`config.mk`:
```
export PLATFORM = sky130hd
export DESIGN_NAME = bin2bcd_seq
export DESIGN_NICKNAME = d
export VERILOG_FILES = /design/src/rtl/bin2bcd_pkg.sv /design/src/rtl/bcd_digit_adj.sv /design/src/rtl/bin2bcd_seq.sv
export SDC_FILE = /design/constraint.sdc
export NUM_CORES = 1
export LEC_CHECK = 0
export CORE_MARGIN = 5
export CORE_UTILIZATION = 45
export DETAILED_ROUTE_END_ITERATION = 7
export PLACE_DENSITY_LB_ADDON = 0.3
export SYNTH_ARGS = -nofsm -noshare
export SYNTH_HDL_FRONTEND = slang
export SYNTH_HIERARCHICAL = 1
export SYNTH_SLANG_ARGS = --single-unit
```
`constraint.sdc`:
```
create_clock -name clk -period 1.7 [get_ports clk]
set_input_delay 0.255 -clock clk [delete_from_list [all_inputs] [get_ports clk]]
set_output_delay 0.255 -clock clk [all_outputs]
set_load 0.03 [all_outputs]
```
`src/rtl/bin2bcd_pkg.sv`:
```
// Shared types and constants for the sequential binary-to-BCD converter.
// The counter width covers the widest legal operand, so one package serves all instances.
package bin2bcd_pkg;

  typedef enum logic [1:0] {
    IDLE  = 2'd0,
    SHIFT = 2'd1,
    DONE  = 2'd2
  } state_t;

  localparam int MIN_WIDTH  = 2;
  localparam int MAX_WIDTH  = 64;
  localparam int MIN_DIGITS = 1;
  localparam int MAX_DIGITS = 20;
  localparam int CNT_W      = $clog2(MAX_WIDTH + 1);

  // ceil(width * log10(2)) using a fixed-point approximation of log10(2)
  function automatic int min_digits(input int width);
    return (width * 30103 + 99999) / 100000;
  endfunction

endpackage

```
`src/rtl/bcd_digit_adj.sv`:
```
// One BCD digit pre-shift correction: values 5..15 get +3, wrapping modulo 16.
module bcd_digit_adj (
  input  logic [3:0] digit,
  output logic [3:0] adjusted
);

  always_comb begin
    adjusted = digit;
    if (digit >= 4'd5) begin
      adjusted = digit + 4'd3;
    end
  end

endmodule

```
`src/rtl/bin2bcd_seq.sv`:
```
// Iterative double-dabble converter: one operand bit per clock, start/busy/done handshake,
// optional two's-complement input with separate sign, sticky overflow when DIGITS is too small.
module bin2bcd_seq
  import bin2bcd_pkg::*;
#(
  parameter int WIDTH  = 32,
  parameter int DIGITS = 10,
  parameter int SIGNED = 0
) (
  input  logic                  clk,
  input  logic                  reset,
  input  logic                  start,
  input  logic [WIDTH-1:0]      bin,
  output logic                  busy,
  output logic                  done,
  output logic [4*DIGITS-1:0]   bcd,
  output logic                  neg,
  output logic                  ovf
);

  localparam int BCD_W = 4 * DIGITS;
  // With enough digits the top digit can never shift out a one.
  localparam bit CAN_OVF = (DIGITS < min_digits(WIDTH));

  if (WIDTH < MIN_WIDTH || WIDTH > MAX_WIDTH) begin : g_bad_width
    $error("bin2bcd_seq: WIDTH %0d outside %0d..%0d", WIDTH, MIN_WIDTH, MAX_WIDTH);
  end
  if (DIGITS < MIN_DIGITS || DIGITS > MAX_DIGITS) begin : g_bad_digits
    $error("bin2bcd_seq: DIGITS %0d outside %0d..%0d", DIGITS, MIN_DIGITS, MAX_DIGITS);
  end

  state_t             state_reg;
  logic [CNT_W-1:0]   cnt_reg;
  logic [WIDTH-1:0]   sh_reg;
  logic [BCD_W-1:0]   acc_reg;
  logic               ovf_acc_reg;
  logic               neg_acc_reg;

  logic [WIDTH-1:0]   mag;
  logic               neg_in;
  logic [BCD_W-1:0]   adj;

  // Magnitude of the operand; the most negative value negates onto itself,
  // which read as unsigned is exactly 2^(WIDTH-1).
  always_comb begin
    mag    = bin;
    neg_in = 1'b0;
    if (SIGNED != 0 && bin[WIDTH-1]) begin
      mag    = ~bin + WIDTH'(1);
      neg_in = 1'b1;
    end
  end

  for (genvar gi = 0; gi < DIGITS; gi++) begin : g_digit
    bcd_digit_adj u_adj (
      .digit    (acc_reg[4*gi +: 4]),
      .adjusted (adj[4*gi +: 4])
    );
  end

  always_ff @(posedge clk) begin
    if (reset) begin
      state_reg   <= IDLE;
      cnt_reg     <= '0;
      sh_reg      <= '0;
      acc_reg     <= '0;
      ovf_acc_reg <= 1'b0;
      neg_acc_reg <= 1'b0;
      busy        <= 1'b0;
      done        <= 1'b0;
      bcd         <= '0;
      neg         <= 1'b0;
      ovf         <= 1'b0;
    end else begin
      case (state_reg)
        IDLE: begin
          done <= 1'b0;
          if (start) begin
            state_reg   <= SHIFT;
            busy        <= 1'b1;
            sh_reg      <= mag;
            acc_reg     <= '0;
            ovf_acc_reg <= 1'b0;
            neg_acc_reg <= neg_in;
            cnt_reg     <= CNT_W'(WIDTH);
          end
        end
        SHIFT: begin
          if (cnt_reg != '0) begin
            acc_reg <= {adj[BCD_W-2:0], sh_reg[WIDTH-1]};
            sh_reg  <= {sh_reg[WIDTH-2:0], 1'b0};
            cnt_reg <= cnt_reg - CNT_W'(1);
            if (CAN_OVF && adj[BCD_W-1]) begin
              ovf_acc_reg <= 1'b1;
            end
          end else begin
            // Counter exhausted: publish results as DONE is entered so they are
            // visible together with the done pulse.
            state_reg <= DONE;
            bcd       <= acc_reg;
            neg       <= neg_acc_reg;
            ovf       <= ovf_acc_reg;
            done      <= 1'b1;
          end
        end
        DONE: begin
          state_reg <= IDLE;
          busy      <= 1'b0;
          done      <= 1'b0;
        end
        default: begin
          state_reg <= IDLE;
          busy      <= 1'b0;
          done      <= 1'b0;
        end
      endcase
    end
  end

endmodule

```
Word-level counts from Yosys, hierarchy flattened
Cells that the tools add are included.
- equality and inequality tests: 4
- bitwise gates (word level): 2
- order comparisons: 10
- multiplexer cells: 24
- $add $sub $neg: 11
- reductions and logical operators: 8
- operators with widths (kind ; number):
    2-to-1 mux 40 bit ; 2
    one-hot mux 40 bit (2 select lines) ; 1
    2-to-1 mux 32 bit ; 2
    one-hot mux 32 bit (2 select lines) ; 1
    greater-or-equal comparator 4 x 3 -> 1 bit (second input constant) ; 10
    adder 4 x 2 -> 4 bit (second input constant) ; 9
    2-to-1 mux 4 bit ; 9
    2-to-1 mux 7 bit ; 2
    one-hot mux 7 bit (2 select lines) ; 1
    nonzero test 7 bit ; 1
    subtractor 7 x 1 -> 7 bit (second input constant) ; 1
    != test 2 bit (second input constant) ; 3
    AND reduction 2 bit ; 3
    2-to-1 mux 2 bit ; 2
    one-hot mux 2 bit (2 select lines) ; 1
    adder 3 x 2 -> 3 bit (second input constant) ; 1
    2-to-1 mux 3 bit ; 1
    AND reduction 3 bit ; 1
    equality test 2 x 1 -> 1 bit (second input constant) ; 1
    zero test 2 bit ; 1
    NOT 1 bit ; 2
    one-hot mux 1 bit (2 select lines) ; 1
    nonzero test 2 bit ; 1
    OR reduction 2 bit ; 1
    2-to-1 mux 1 bit ; 1
- output and inout bits: 44
- flip-flop bits (word level): 123
- word-level logic and storage cells: 66
- bits of input ports: 35

Logic depth before layout (Yosys ltp)
Gate-level depths: netlist (run 1).
- depth after elaboration: 4
- gate-level depth with buffers: 8
- gate-level depth less buffers: 6

Modules after synthesis
Netlist (run 1), hierarchy kept.
- by module, submodules not included (module ; times used ; sequential area each (um^2) ; area each (um^2) ; cells each):
    bin2bcd_seq ; 1 ; 2462.4 ; 4698.3 ; 504
    bcd_digit_adj ; 10 ; 0.0 ; 101.3 ; 16

Worst setup path before layout (run 1)
No wires, ideal clock.
- path kind: reg2reg
- start point: register cnt_reg[0]
- end point: register sh_reg[10]
- data arrival time: 1.672 ns
- buffers on the path: 2
- data required time: 1.611 ns
- library setup time: 0.089 ns
- stages on the path, launching flop included: 9
- path slack: -0.061 ns
- clock period less this slack: 1.761 ns
- cells stage by stage: dfxtp_1 > inv_1 > ha_1 > nor4b_4 > a311oi_2 > buf_4 > buf_2 > nor2_1 > a311oi_2
- word-level cells in the longest chain between the ends: 3
- ends and longest elaborated chain (item ; line ; RTL):
    from (decl) ; bin2bcd_seq.sv:33 ; logic [CNT_W-1:0] cnt_reg;
    from (signal assigned) ; bin2bcd_seq.sv:85 ; cnt_reg <= CNT_W'(WIDTH);
    from (signal assigned) ; bin2bcd_seq.sv:92 ; cnt_reg <= cnt_reg - CNT_W'(1);
    nonzero test 7 bit ; bin2bcd_seq.sv:89 ; if (cnt_reg != '0) begin
    != test 2 bit (no line) ; n/a ;
    AND reduction 3 bit (no line) ; n/a ;
    to (signal assigned) ; bin2bcd_seq.sv:81 ; sh_reg <= mag;
    to (signal assigned) ; bin2bcd_seq.sv:91 ; sh_reg <= {sh_reg[WIDTH-2:0], 1'b0};
    to (decl) ; bin2bcd_seq.sv:34 ; logic [WIDTH-1:0] sh_reg;
No other way between the ends.
A chain may end at the register's enable or synchronous reset.

Final worst setup path (run 1)
- start point: register cnt_reg[1]
- end point: register cnt_reg[4]
- word-level cells in the longest chain between the ends: 3
- elaborated cells on any way between the ends: 6
- classes of those cells: 1 x add/sub; 1 x eq/ne; 2 x mux; 2 x reduce/logical
- ends and longest elaborated chain (item ; line):
    subtractor 7 x 1 -> 7 bit / nonzero test 7 bit (equally long branches) ; bin2bcd_seq.sv:92, bin2bcd_seq.sv:89
    2-to-1 mux 7 bit / != test 2 bit (equally long branches) ; n/a
    one-hot mux 7 bit (2 select lines) / AND reduction 3 bit (equally long branches) ; n/a
Several ways; a longest one is shown, not always the timed one. The select of a mux whose other input is x is not followed.

==> results.toml, run 1 <==
[global_route]
grt_pass1_wl_um = 21490
grt_pass1_vias = 4691
grt_max_degree = 35
antenna_found_initial = 0
overflow = 0
grt_usage = 0.1770

[sta]
max_freq_ghz = 0.5412
finalSetupViolCount = 114
fin_skew_ns = 0.009755
drv_slew = 0
finalHoldViolCount = 0
rsz0062_at_grt = "true"
period_needed_ns = 1.848
setup_ws_ns = -0.1476
timing.hold.ws_ns = 0.1944
min_period_over_period = 1.087

[critical_path]
path_class = "reg2reg"
arrival_ns = 2.15
cp.required_ns = 2.00
start_kind = "register"
worstPathMaxFanout = 6
endpoint_kind = "register"

[layout]
areaGrowthSynthToFinish_pct = 43.04
nets = 822
fin_cells = 948
fillers = 1003
final_common_cell = "nand2_1"
diodes = 0
final_cell_mix = "nand2_1 (176), dfxtp_1 (121), clkdlybuf4s50_1 (50), a22o_1 (42), a311oi_2 (31)"
regArea_mm2 = 0.002465
multi_input_area_mm2 = 0.003204
final_layout_size_suffix_gt1_frac = 0.2436

[route]
wirelength_um = 13830
ant_nets = 0
routed_via_density = 5.216
drt-initial-drc-count = 242
wl_per_cell_um = 14.59
drc = 0
vias = 4945
drt_pass1_iterations = 5

[place]
io_buffers = 76
post-dp-hpwl_um = 8256
dp.cells = 896
gp_congestion = 0.8175

[power]
p_clk_frac = 0.288
switching_share = 0.3333
power_frac_seq = 0.296
peakVddDrop_mv = 0.8475
power.density_mw_per_mm2 = 1518
leakagePower_nw = 3.457
combPwrFrac = 0.417
intPower_w = 0.008240
p_switching_w = 0.004119

[die]
die_area_mm2 = 0.01500
start_util = 0.4547
ios = 79
fp.coreArea_mm2 = 0.01252
rows = 41
fp.dieH_um = 122.5
dieWidth_um = 122.5

[clock_network]
ctsHtreeMaxLevel = 4
clock_path_buffers = 2
cts_made_buffers = 17
cts_tree = "done"
cts-root-buf = "clkbuf_16"
clock_latency_ns = 0.42
clock-sinks = 123
path_clk_slew_ns = 0.05

[job]
cap_violations = 0

[yosys]
synth.avg_cell_area_um2 = 8.624
yosys_warnings = 6
syn_area_mm2 = 0.005692
synthCells = 660

[run_status]
outcome = "finished, violations left"
violations = "setup timing"

[worst_hold_path]
hold_path_class = "in2reg"
## per-layer routing
| layer | global-route usage | wire [µm] | up-vias |
|---|---|---|---|
| met5 | 0 | 0 | - |
| met4 | 0.06508 | 313 | 0 |
| met3 | 0.04378 | 687 | 27 |
| met2 | 0.3047 | 6965 | 129 |
| met1 | 0.2139 | 5867 | 2334 |
| li1 | - | - | 2455 |
## critical path, stage by stage (launching register included)
cell and delay, ns:
dfxtp_2 0.32, inv_2 0.06, ha_4 0.13, nor4b_4 0.28
buf_4 0.18, buf_6 0.10, and2_4 0.15, nor3_4 0.04
buf_12 0.15, buf_4 0.13, a22o_1 0.20
## layout make-up
class	instances	area share
multi-input cells	469	0.3936
flip-flops and latches	123	0.3028
well taps	172	0.02643
clock buffers	23	0.06116
repair buffers	130	0.1938
inverters	25	0.01153
clock inverters	6	0.01076
## stage by stage
step	utilization	total power, W	setup TNS [ns]	cell area, µm²	setup WS (ns)
6_report	0.6504	0.01236	-9.646	8142	-0.1476
5_1_grt	0.6504	0.01295	-18.96	8142	-0.2181
4_1_cts	0.6097	0.01124	-5.676	7631	-0.1047
3_5_place_dp	0.5421	0.006920	-13.87	6785	-0.2173
3_3_place_gp	0.5421	0.006820	-11.81	6785	-0.1806
2_1_floorplan	-	0.005829	-0.4151	5702	-0.02080
## repair_timing
| action | in CTS | in global routing |
|---|---|---|
| endpoints found under the setup margin | 117 | 137 |
| pin swaps | 11 | 36 |
| setup buffers | 7 | 4 |
| hold buffers | 0 | 0 |
| endpoints found under the hold margin | 0 | 0 |
| cloned | 6 | 7 |
| gates resized for setup | 34 | 94 |
## worst paths after layout
kind	from	end	slack (ns)	depth (start not counted)
min reg2reg	bcd[27]	bcd[27]	0.45	2
min	reset	bcd[8]	0.19	2
max reg2reg	cnt_reg[1]	cnt_reg[4]	-0.15	10
max	cnt_reg[1]	cnt_reg[4]	-0.15	10
## power groups by stage
stage	combinational [W]	sequential [W]	clock, W
floorplan	0.00228	0.00355	0
global placement	0.00326	0.00356	0
detailed placement	0.00334	0.00358	0
CTS	0.00412	0.00353	0.00359
global route	0.00552	0.00370	0.00373
finish	0.00515	0.00365	0.00356
(Power assumes the default switching activity.)
==> run 2: changes to the inputs <==
--- a/config.mk
+++ b/config.mk
@@ -5,10 +5,10 @@
 export SDC_FILE = /design/constraint.sdc
 export NUM_CORES = 1
 export LEC_CHECK = 0
-export CORE_MARGIN = 5
-export CORE_UTILIZATION = 45
+export CORE_UTILIZATION = 49
 export DETAILED_ROUTE_END_ITERATION = 7
 export PLACE_DENSITY_LB_ADDON = 0.3
+export REMOVE_ABC_BUFFERS = 1
 export SYNTH_ARGS = -nofsm -noshare
 export SYNTH_HDL_FRONTEND = slang
 export SYNTH_HIERARCHICAL = 1
==> results.toml, run 2 (synthesis results as in run 1) <==
[run_status]
outcome = "finished, violations left"
violations = "setup timing"

[layout]
areaGrowthSynthToFinish_pct = 40.27
final_cell_area_mm2 = 0.007984
final_common_cell = "nand2_1"
final_cell_mix = "nand2_1 (172), dfxtp_1 (121), clkdlybuf4s50_1 (43), a22o_1 (42), nor2_1 (39)"
fillers = 806
diodes = 0
utilization = 0.7207
nets = 818
final_layout_size_suffix_gt1_frac = 0.2258
regArea_mm2 = 0.002465
multi_input_area_mm2 = 0.003172

[job]
cap_violations = 0

[sta]
finalHoldViolCount = 0
max_freq_ghz = 0.5575
period_needed_ns = 1.794
drv_slew = 0
rsz0062_at_grt = "true"
relSlewSlack = 0.5240
fin_skew_ns = 0.007957
min_period_over_period = 1.055
worstMarginPinSlew_ns = 0.7140
timing.hold.ws_ns = 0.1880
setup_ws_ns = -0.09370
fin_setup_tns_ns = -5.760
finalSetupViolCount = 113

[worst_hold_path]
hold_path_class = "in2reg"

[route]
vias = 5071
wirelength_um = 14810
drt-initial-drc-count = 217
drc = 0
ant_nets = 0
drt_pass1_iterations = 5
routed_via_density = 5.542
wl_per_cell_um = 16.18

[global_route]
antenna_found_initial = 0
grt_pass1_vias = 4774
grt_max_degree = 51
grt_usage = 0.2416
overflow = 0
grt_pass1_wl_um = 22220

[clock_network]
cts-root-buf = "clkbuf_16"
cts_tree = "done"
clock_path_buffers = 2
ctsHtreeMaxLevel = 4
clock-sinks = 123
clock_latency_ns = 0.42
path_clk_slew_ns = 0.06
cts_made_buffers = 17

[die]
rows = 38
start_util = 0.5138
fp.dieH_um = 109.8
ios = 79
dieWidth_um = 109.8
die_area_mm2 = 0.01205
fp.coreArea_mm2 = 0.01108

[power]
peakVddDrop_mv = 0.9796
leakagePower_nw = 3.623
power.density_mw_per_mm2 = 1514

[place]
io_buffers = 76
place_ws_ns = -0.4431
place_area_mm2 = 0.006658
gp_congestion = 0.7727
post-dp-hpwl_um = 7458

[critical_path]
endpoint_kind = "register"
start_kind = "register"
path_class = "reg2reg"
arrival_ns = 2.09
cp.required_ns = 2.00
worstPathMaxFanout = 5
-- run 2: repair_timing --
action	4_1_cts	5_1_grt
gates cloned	7	6
hold buffers	0	0
pin swaps	7	26
gates resized for setup	40	67
setup buffers	13	4
setup endpoints to repair	117	145
-- run 2: path summary, 6_finish.rpt --
check             startpoint  depth (start not counted)          to  slack (ns)
setup / recovery  cnt_reg[1]                          8  acc_reg[3]       -0.09
hold / removal         reset                          2   sh_reg[0]        0.19
setup reg to reg  cnt_reg[1]                          8  acc_reg[3]       -0.09
hold reg to reg       bcd[7]                          2      bcd[7]        0.45
-- run 2: worst max-delay path: stages (launching register included) --
cell and delay [ns]:
dfxtp_2 0.33, inv_2 0.04, ha_4 0.15, nor4b_4 0.14, a311oi_4 0.34, buf_4 0.22, nor2_4 0.04, buf_4 0.17
a22o_1 0.24
-- run 2: layout make-up --
cell class                      count  share of cell area
Sequential cell                   123              0.3087
Tap cell                          140             0.02194
Timing Repair Buffer              123              0.1854
Clock inverter                     10             0.01426
Clock buffer                       22             0.06065
Multi-Input combinational cell    472              0.3973
Inverter                           25             0.01175
-- run 2: stage by stage --
stage               std cells  power, W
floorplan                 617  0.005000
global placement          854  0.006552
detailed placement        854  0.006649
CTS                       906   0.01133
global route              915   0.01257
finish                    915   0.01208
-- run 2: metal layers --
metal	track usage	vias to the layer above	part of all wire
met5	0	-	0
li1	-	2460	-
met2	0.4209	163	0.52
met1	0.2829	2414	0.41
met4	0.09810	0	0.024
met3	0.05987	34	0.045
-- run 2: where the power goes --
part,internal [W],leakage (nW),total (W),switching [W]
registers,0.00329,1.00,0.00359,0.000305
logic,0.00229,2.34,0.00483,0.00254
clock network,0.00231,0.285,0.00366,0.00135
total,0.00788,3.62,0.0121,0.00420
